$ cat config.mk
export PLATFORM = sky130hd
export DESIGN_NAME = uart_tx_feeder
export DESIGN_NICKNAME = d
export VERILOG_FILES = /design/src/rtl/uart_pkg.sv /design/src/rtl/sync_fifo.sv /design/src/rtl/uart_tx_feeder.sv
export SDC_FILE = /design/constraint.sdc
export NUM_CORES = 1
export LEC_CHECK = 0
export ABC_AREA = 1
export CELL_PAD_IN_SITES_DETAIL_PLACEMENT = 1
export CELL_PAD_IN_SITES_GLOBAL_PLACEMENT = 2
export CORE_MARGIN = 5
export CORE_UTILIZATION = 35
export CTS_CLUSTER_SIZE = 40
export DETAILED_ROUTE_END_ITERATION = 8
export PLACE_DENSITY_LB_ADDON = 0.1
export SYNTH_ARGS = -nofsm -noshare
export SYNTH_HDL_FRONTEND = slang
export SYNTH_SLANG_ARGS = --single-unit
$ cat constraint.sdc
create_clock -name CLK -period 2.08 [get_ports CLK]
set_input_delay 0.208 -clock CLK [delete_from_list [all_inputs] [get_ports CLK]]
set_output_delay 0.208 -clock CLK [all_outputs]
set_load 0.01 [all_outputs]
$ cat src/rtl/uart_pkg.sv
// Shared UART definitions: feeder FSM state encoding and frame timing constants
// used by uart_tx, uart_rx, the feeder and the benches.
package uart_pkg;

  typedef enum logic [1:0] {
    S_IDLE   = 2'd0,
    S_LAUNCH = 2'd1,
    S_WAIT   = 2'd2
  } tx_feeder_state_t;

  localparam int FRAME_BITS      = 10;
  // uart_tx needs one extra cycle beyond the frame bits to return its DONE pulse.
  localparam int TX_FRAME_CYCLES = FRAME_BITS + 1;

  function automatic logic feeder_active(input tx_feeder_state_t s);
    return (s == S_LAUNCH) || (s == S_WAIT);
  endfunction

endpackage

$ cat src/rtl/sync_fifo.sv
// Single-clock FIFO with registered storage and a combinational head read, so the
// oldest entry is visible on dout_o in the same cycle it becomes valid.
module sync_fifo #(
  parameter  int WIDTH  = 8,
  parameter  int DEPTH  = 16,
  localparam int ADDR_W = $clog2(DEPTH)
) (
  input  logic              clk_i,
  input  logic              rst_i,
  input  logic              push_i,
  input  logic [WIDTH-1:0]  din_i,
  input  logic              pop_i,
  output logic [WIDTH-1:0]  dout_o,
  output logic [ADDR_W:0]   count_o,
  output logic              full_o,
  output logic              empty_o
);

  logic [WIDTH-1:0]  mem_q [DEPTH];
  logic [ADDR_W-1:0] wr_ptr_q, wr_ptr_d;
  logic [ADDR_W-1:0] rd_ptr_q, rd_ptr_d;
  logic [ADDR_W:0]   count_q, count_d;
  logic              push_ok;
  logic              pop_ok;

  assign full_o  = (count_q == (ADDR_W+1)'(DEPTH));
  assign empty_o = (count_q == '0);
  assign count_o = count_q;
  assign dout_o  = mem_q[rd_ptr_q];

  assign push_ok = push_i && !full_o;
  assign pop_ok  = pop_i && !empty_o;

  // DEPTH is a power of two, so the pointers wrap by natural overflow.
  always_comb begin
    wr_ptr_d = wr_ptr_q;
    rd_ptr_d = rd_ptr_q;
    count_d  = count_q;
    if (push_ok) begin
      wr_ptr_d = wr_ptr_q + 1'b1;
    end
    if (pop_ok) begin
      rd_ptr_d = rd_ptr_q + 1'b1;
    end
    case ({push_ok, pop_ok})
      2'b10:   count_d = count_q + 1'b1;
      2'b01:   count_d = count_q - 1'b1;
      default: count_d = count_q;
    endcase
  end

  always_ff @(posedge clk_i) begin
    if (rst_i) begin
      wr_ptr_q <= '0;
      rd_ptr_q <= '0;
      count_q  <= '0;
    end else begin
      wr_ptr_q <= wr_ptr_d;
      rd_ptr_q <= rd_ptr_d;
      count_q  <= count_d;
    end
  end

  always_ff @(posedge clk_i) begin
    if (push_ok) begin
      mem_q[wr_ptr_q] <= din_i;
    end
  end

endmodule

$ cat src/rtl/uart_tx_feeder.sv
// Queues host bytes and hands them to uart_tx one at a time, with a watchdog that
// abandons a frame whose TX_DONE never arrives.
module uart_tx_feeder
  import uart_pkg::*;
#(
  parameter  int DEPTH        = 16,
  parameter  int DONE_TIMEOUT = 32,
  localparam int ADDR_W       = $clog2(DEPTH)
) (
  input  logic              CLK,
  input  logic              RESET,
  input  logic [7:0]        WR_DATA,
  input  logic              WR_ENA,
  output logic              WR_FULL,
  output logic [ADDR_W:0]   FIFO_COUNT,
  output logic [7:0]        TX_DIN,
  output logic              TX_ENA,
  input  logic              TX_DONE,
  output logic              BUSY,
  output logic              OVERFLOW,
  output logic              TIMEOUT
);

  localparam int              WD_W    = $clog2(DONE_TIMEOUT + 1);
  localparam logic [WD_W-1:0] WD_LAST = WD_W'(DONE_TIMEOUT - 1);

  tx_feeder_state_t state_q;
  logic [7:0]       tx_din_q;
  logic             tx_ena_q;
  logic [WD_W-1:0]  wd_q;
  logic             overflow_q;
  logic             timeout_q;

  logic [7:0]       fifo_head;
  logic [ADDR_W:0]  fifo_count;
  logic             fifo_full;
  logic             fifo_empty;
  logic             fifo_pop;

  // Pops only happen on the cycle the FSM launches a byte out of S_IDLE.
  assign fifo_pop = (state_q == S_IDLE) && !fifo_empty;

  sync_fifo #(
    .WIDTH (8),
    .DEPTH (DEPTH)
  ) u_fifo (
    .clk_i   (CLK),
    .rst_i   (RESET),
    .push_i  (WR_ENA),
    .din_i   (WR_DATA),
    .pop_i   (fifo_pop),
    .dout_o  (fifo_head),
    .count_o (fifo_count),
    .full_o  (fifo_full),
    .empty_o (fifo_empty)
  );

  always_ff @(posedge CLK) begin
    if (RESET) begin
      state_q    <= S_IDLE;
      tx_din_q   <= 8'h00;
      tx_ena_q   <= 1'b0;
      wd_q       <= '0;
      overflow_q <= 1'b0;
      timeout_q  <= 1'b0;
    end else begin
      if (WR_ENA && fifo_full) begin
        overflow_q <= 1'b1;
      end
      case (state_q)
        S_IDLE: begin
          if (!fifo_empty) begin
            tx_din_q <= fifo_head;
            tx_ena_q <= 1'b1;
            state_q  <= S_LAUNCH;
          end
        end
        S_LAUNCH: begin
          tx_ena_q <= 1'b0;
          wd_q     <= '0;
          state_q  <= S_WAIT;
        end
        S_WAIT: begin
          // A timed-out byte is treated as sent; the next queued byte follows.
          if (TX_DONE) begin
            state_q <= S_IDLE;
          end else if (wd_q == WD_LAST) begin
            timeout_q <= 1'b1;
            state_q   <= S_IDLE;
          end else begin
            wd_q <= wd_q + 1'b1;
          end
        end
        default: begin
          tx_ena_q <= 1'b0;
          state_q  <= S_IDLE;
        end
      endcase
    end
  end

  assign TX_DIN     = tx_din_q;
  assign TX_ENA     = tx_ena_q;
  assign OVERFLOW   = overflow_q;
  assign TIMEOUT    = timeout_q;
  assign WR_FULL    = fifo_full;
  assign FIFO_COUNT = fifo_count;
  assign BUSY       = feeder_active(state_q) || (fifo_count != '0);

endmodule
==> results.sh <==
export IMPL_grtUsageMet3=0.0280
export IMPL_relSlewSlack=0.502
export IMPL_status="completed"
export IMPL_routed_wirelength_mm=19.2
export IMPL_synth_top_family_by_area="simple AND/OR/NAND/NOR gates"
export IMPL_regArea_um2=4490
export IMPL_htree_num_levels=4
export IMPL_clk_pin_slew_ns=0.06
export IMPL_grt_max_degree=35
export IMPL_cp_end_kind="output pin"
export IMPL_hold_viol=0
export IMPL_yosys_area_share_adder=0.0243
export IMPL_ys_top_cells_by_area="edfxtp_1, nand2_1, dfxtp_1"
export IMPL_p_total_mw=10.8
export IMPL_vdd_ir_drop_worst_v=0.000596
export IMPL_final_cell_area_um2=8580
export IMPL_start_kind="register"
export IMPL_finalNonFillerCells=1097
export IMPL_drt_iter0_markers=323
export IMPL_setup_violations=0
export IMPL_layout_setup_ws_ns=0.135
export IMPL_worstPathMaxFanout=3
export IMPL_drc=0
export IMPL_grt_overflow_total=0
export IMPL_critPathArrivalTime_ns=1.74
export IMPL_vias=5130
export IMPL_yosysTopAreaCellShare=0.534
export IMPL_multi_input_area_um2=2160
export IMPL_layout_common_cells="nand2_1, edfxtp_1, inv_1"
export IMPL_final_common_cell="nand2_1"
export IMPL_power_density_nw_per_um2=1260
export IMPL_grt_util_met2=0.286
export IMPL_synthSimpleGateAreaFrac=0.237
export IMPL_ioPinCount=30
export IMPL_start_util=0.356
export IMPL_p_leak_nw=3.61
export IMPL_post_route_min_period_ns=1.95
export IMPL_fin_hold_ws_ns=0.454
export IMPL_yosysWarnings=0
export IMPL_worstSetupPathType="register to output pin"
export IMPL_clkPwrFrac=0.292
export IMPL_drive_gt1_frac=0.108
export IMPL_grt_pass1_wl_mm=30.3
export IMPL_pre_cts_ws_ns=0.0111
export IMPL_synthToLayoutAreaGrowth_pct=19.1
export IMPL_p_seq_frac=0.359
export IMPL_hp_class="input pin to register"
export IMPL_cts_sinks=160
export IMPL_grt_use_met1=0.221
export IMPL_internal_power_mw=6.95
export IMPL_yosys_mux_area_fraction=0
export IMPL_dp_cells=1064
export IMPL_fillers=2341
export IMPL_synthXorXnorAreaFrac=0.00730
export IMPL_core_area_um2=20200
export IMPL_combPwrFrac=0.348
export IMPL_vias_per_cell=4.68
export IMPL_p_switching_mw=3.85
export IMPL_syn_avg_cell_area_um2=9.51
export IMPL_cts_buffers=17
export IMPL_gp_congestion=0.774
export IMPL_dpl_hpwl_mm=12.5
export IMPL_first_pass_iters=4
export IMPL_dieArea_um2=23500
export IMPL_final_max_slew_violation_count=0
export IMPL_fin_crit_sh=0.935
export IMPL_fp_dieW_um=153
export IMPL_skew_ns=0.00814
export IMPL_yosysTopAreaCell="edfxtp_1"
export IMPL_antenna_cells=0
export IMPL_cp_data_required_time_ns=1.87
export IMPL_syn_num_nets=783
export IMPL_antenna_found_initial=1
export IMPL_rsz0062_at_grt="false"
export IMPL_worst_pin_slew_ns=0.742
export IMPL_synth_seq_cells=160
export IMPL_swShare=0.356
export IMPL_cts_buffer_depth=2
export IMPL_grt_busiest_layer="met2"
export IMPL_clk_latency_ns=0.43
export IMPL_grt_pass1_vias=5385
export IMPL_fmax_mhz=514
export IMPL_cts_tree="done"
export IMPL_yosysUniqueCellTypes=32
export IMPL_placed_cell_area_um2=7930
export IMPL_finalNetCount=841
export IMPL_synthesis_area_um2=7200
export IMPL_setup_tns_ns=0
export IMPL_synth_compound_area_share=0.0252
export IMPL_grt_total_usage=0.169
export IMPL_ant_nets=0
export IMPL_final_util=0.424
export IMPL_ys_seq_area_frac=0.623
export IMPL_wire_per_inst_um=17.5
export IMPL_cap_viol_max_count=0
export IMPL_portBuffers=29
export IMPL_die_y_um=153
export IMPL_syn_inst=757
export IMPL_placementRows=52
export IMPL_root_buffer="clkbuf_16"
## metal layers
metal  share of wire  wire length [µm]
met1            0.45              8670
met3           0.034               654
met2            0.49              9480
met5               0                 0
met4           0.019               359
## worst paths after layout
check / start / end / slack, ns / cells after the start
setup / recovery: u_fifo.count_o[2] / BUSY / 0.13 / 5
hold / removal: WR_ENA / OVERFLOW / 0.45 / 3
setup reg to reg: state_q[1] / u_fifo.count_o[4] / 0.16 / 15
hold reg to reg: TIMEOUT / TIMEOUT / 0.45 / 2
## sequential cells by signal, indices dropped and copies added (netlist names)
| name | cells |
|---|---|
| u_fifo.wr_ptr_q | 4 |
| wd_q | 6 |
| OVERFLOW | 1 |
| TX_DIN | 8 |
| u_fifo.count_o | 5 |
| u_fifo.mem_q | 128 |
| u_fifo.rd_ptr_q | 4 |
| TX_ENA | 1 |
| TIMEOUT | 1 |
| state_q | 2 |
## critical path, cell delays in order, from the launching register on
cell and delay [ns]:
dfxtp_1 0.34, nor2_4 0.14, nand4_2 0.13, buf_4 0.16, or2_2 0.26, dlygate4sd2_1 0.28
## logic make-up (layout without fill, tap and decap cells)
family          count (synthesis)  in the layout
simple gates                  405            405
flops                         160            160
buf+inv                       138            208
compound gates                 34             34
fa+ha+maj                      14             14
xor+xnor                        6              6
## area by class of cell
type | count | area share
clock buffer | 18 | 0.0500
clock inverter | 13 | 0.0190
inverter | 109 | 0.0477
multi-input combinational | 459 | 0.251
sequential | 160 | 0.523
tap | 270 | 0.0394
timing repair buffer | 68 | 0.0693
## power groups by stage
stage / clock network [mW] / registers (mW) / logic, mW
2_1_floorplan: 0 / 3.95 / 2.36
3_3_place_gp: 0 / 3.93 / 3.65
3_5_place_dp: 0 / 3.95 / 3.72
4_1_cts: 3.25 / 3.88 / 3.78
5_1_grt: 3.40 / 3.92 / 4.25
6_report: 3.16 / 3.88 / 3.76
## Yosys cell counts
cell / instances
a211o_1: 1
a211oi_1: 1
a21boi_0: 1
a21oi_1: 20
buf_1: 1
buf_2: 10
buf_4: 9
buf_6: 5
clkbuf_1: 4
clkinv_1: 2
dfxtp_1: 32
edfxtp_1: 128
ha_1: 14
inv_1: 103
inv_2: 4
nand2_1: 243
nand2_2: 3
nand3_1: 99
nand3b_1: 1
nand4_1: 2
nand4_2: 1
nor2_1: 49
nor2_2: 1
nor2_4: 1
nor3_2: 1
nor3b_1: 1
nor3b_2: 1
o21ai_0: 10
o21bai_1: 1
or2_2: 2
xnor2_1: 1
xor2_1: 5
## repair_timing
item,CTS,global route
pin swaps,2,1
setup buffers,2,0
endpoints found under the setup margin,2,5
hold buffers,0,0
gates resized for setup,2,9
cloned,0,0
Note: power is estimated with default switching activity, not from simulation.
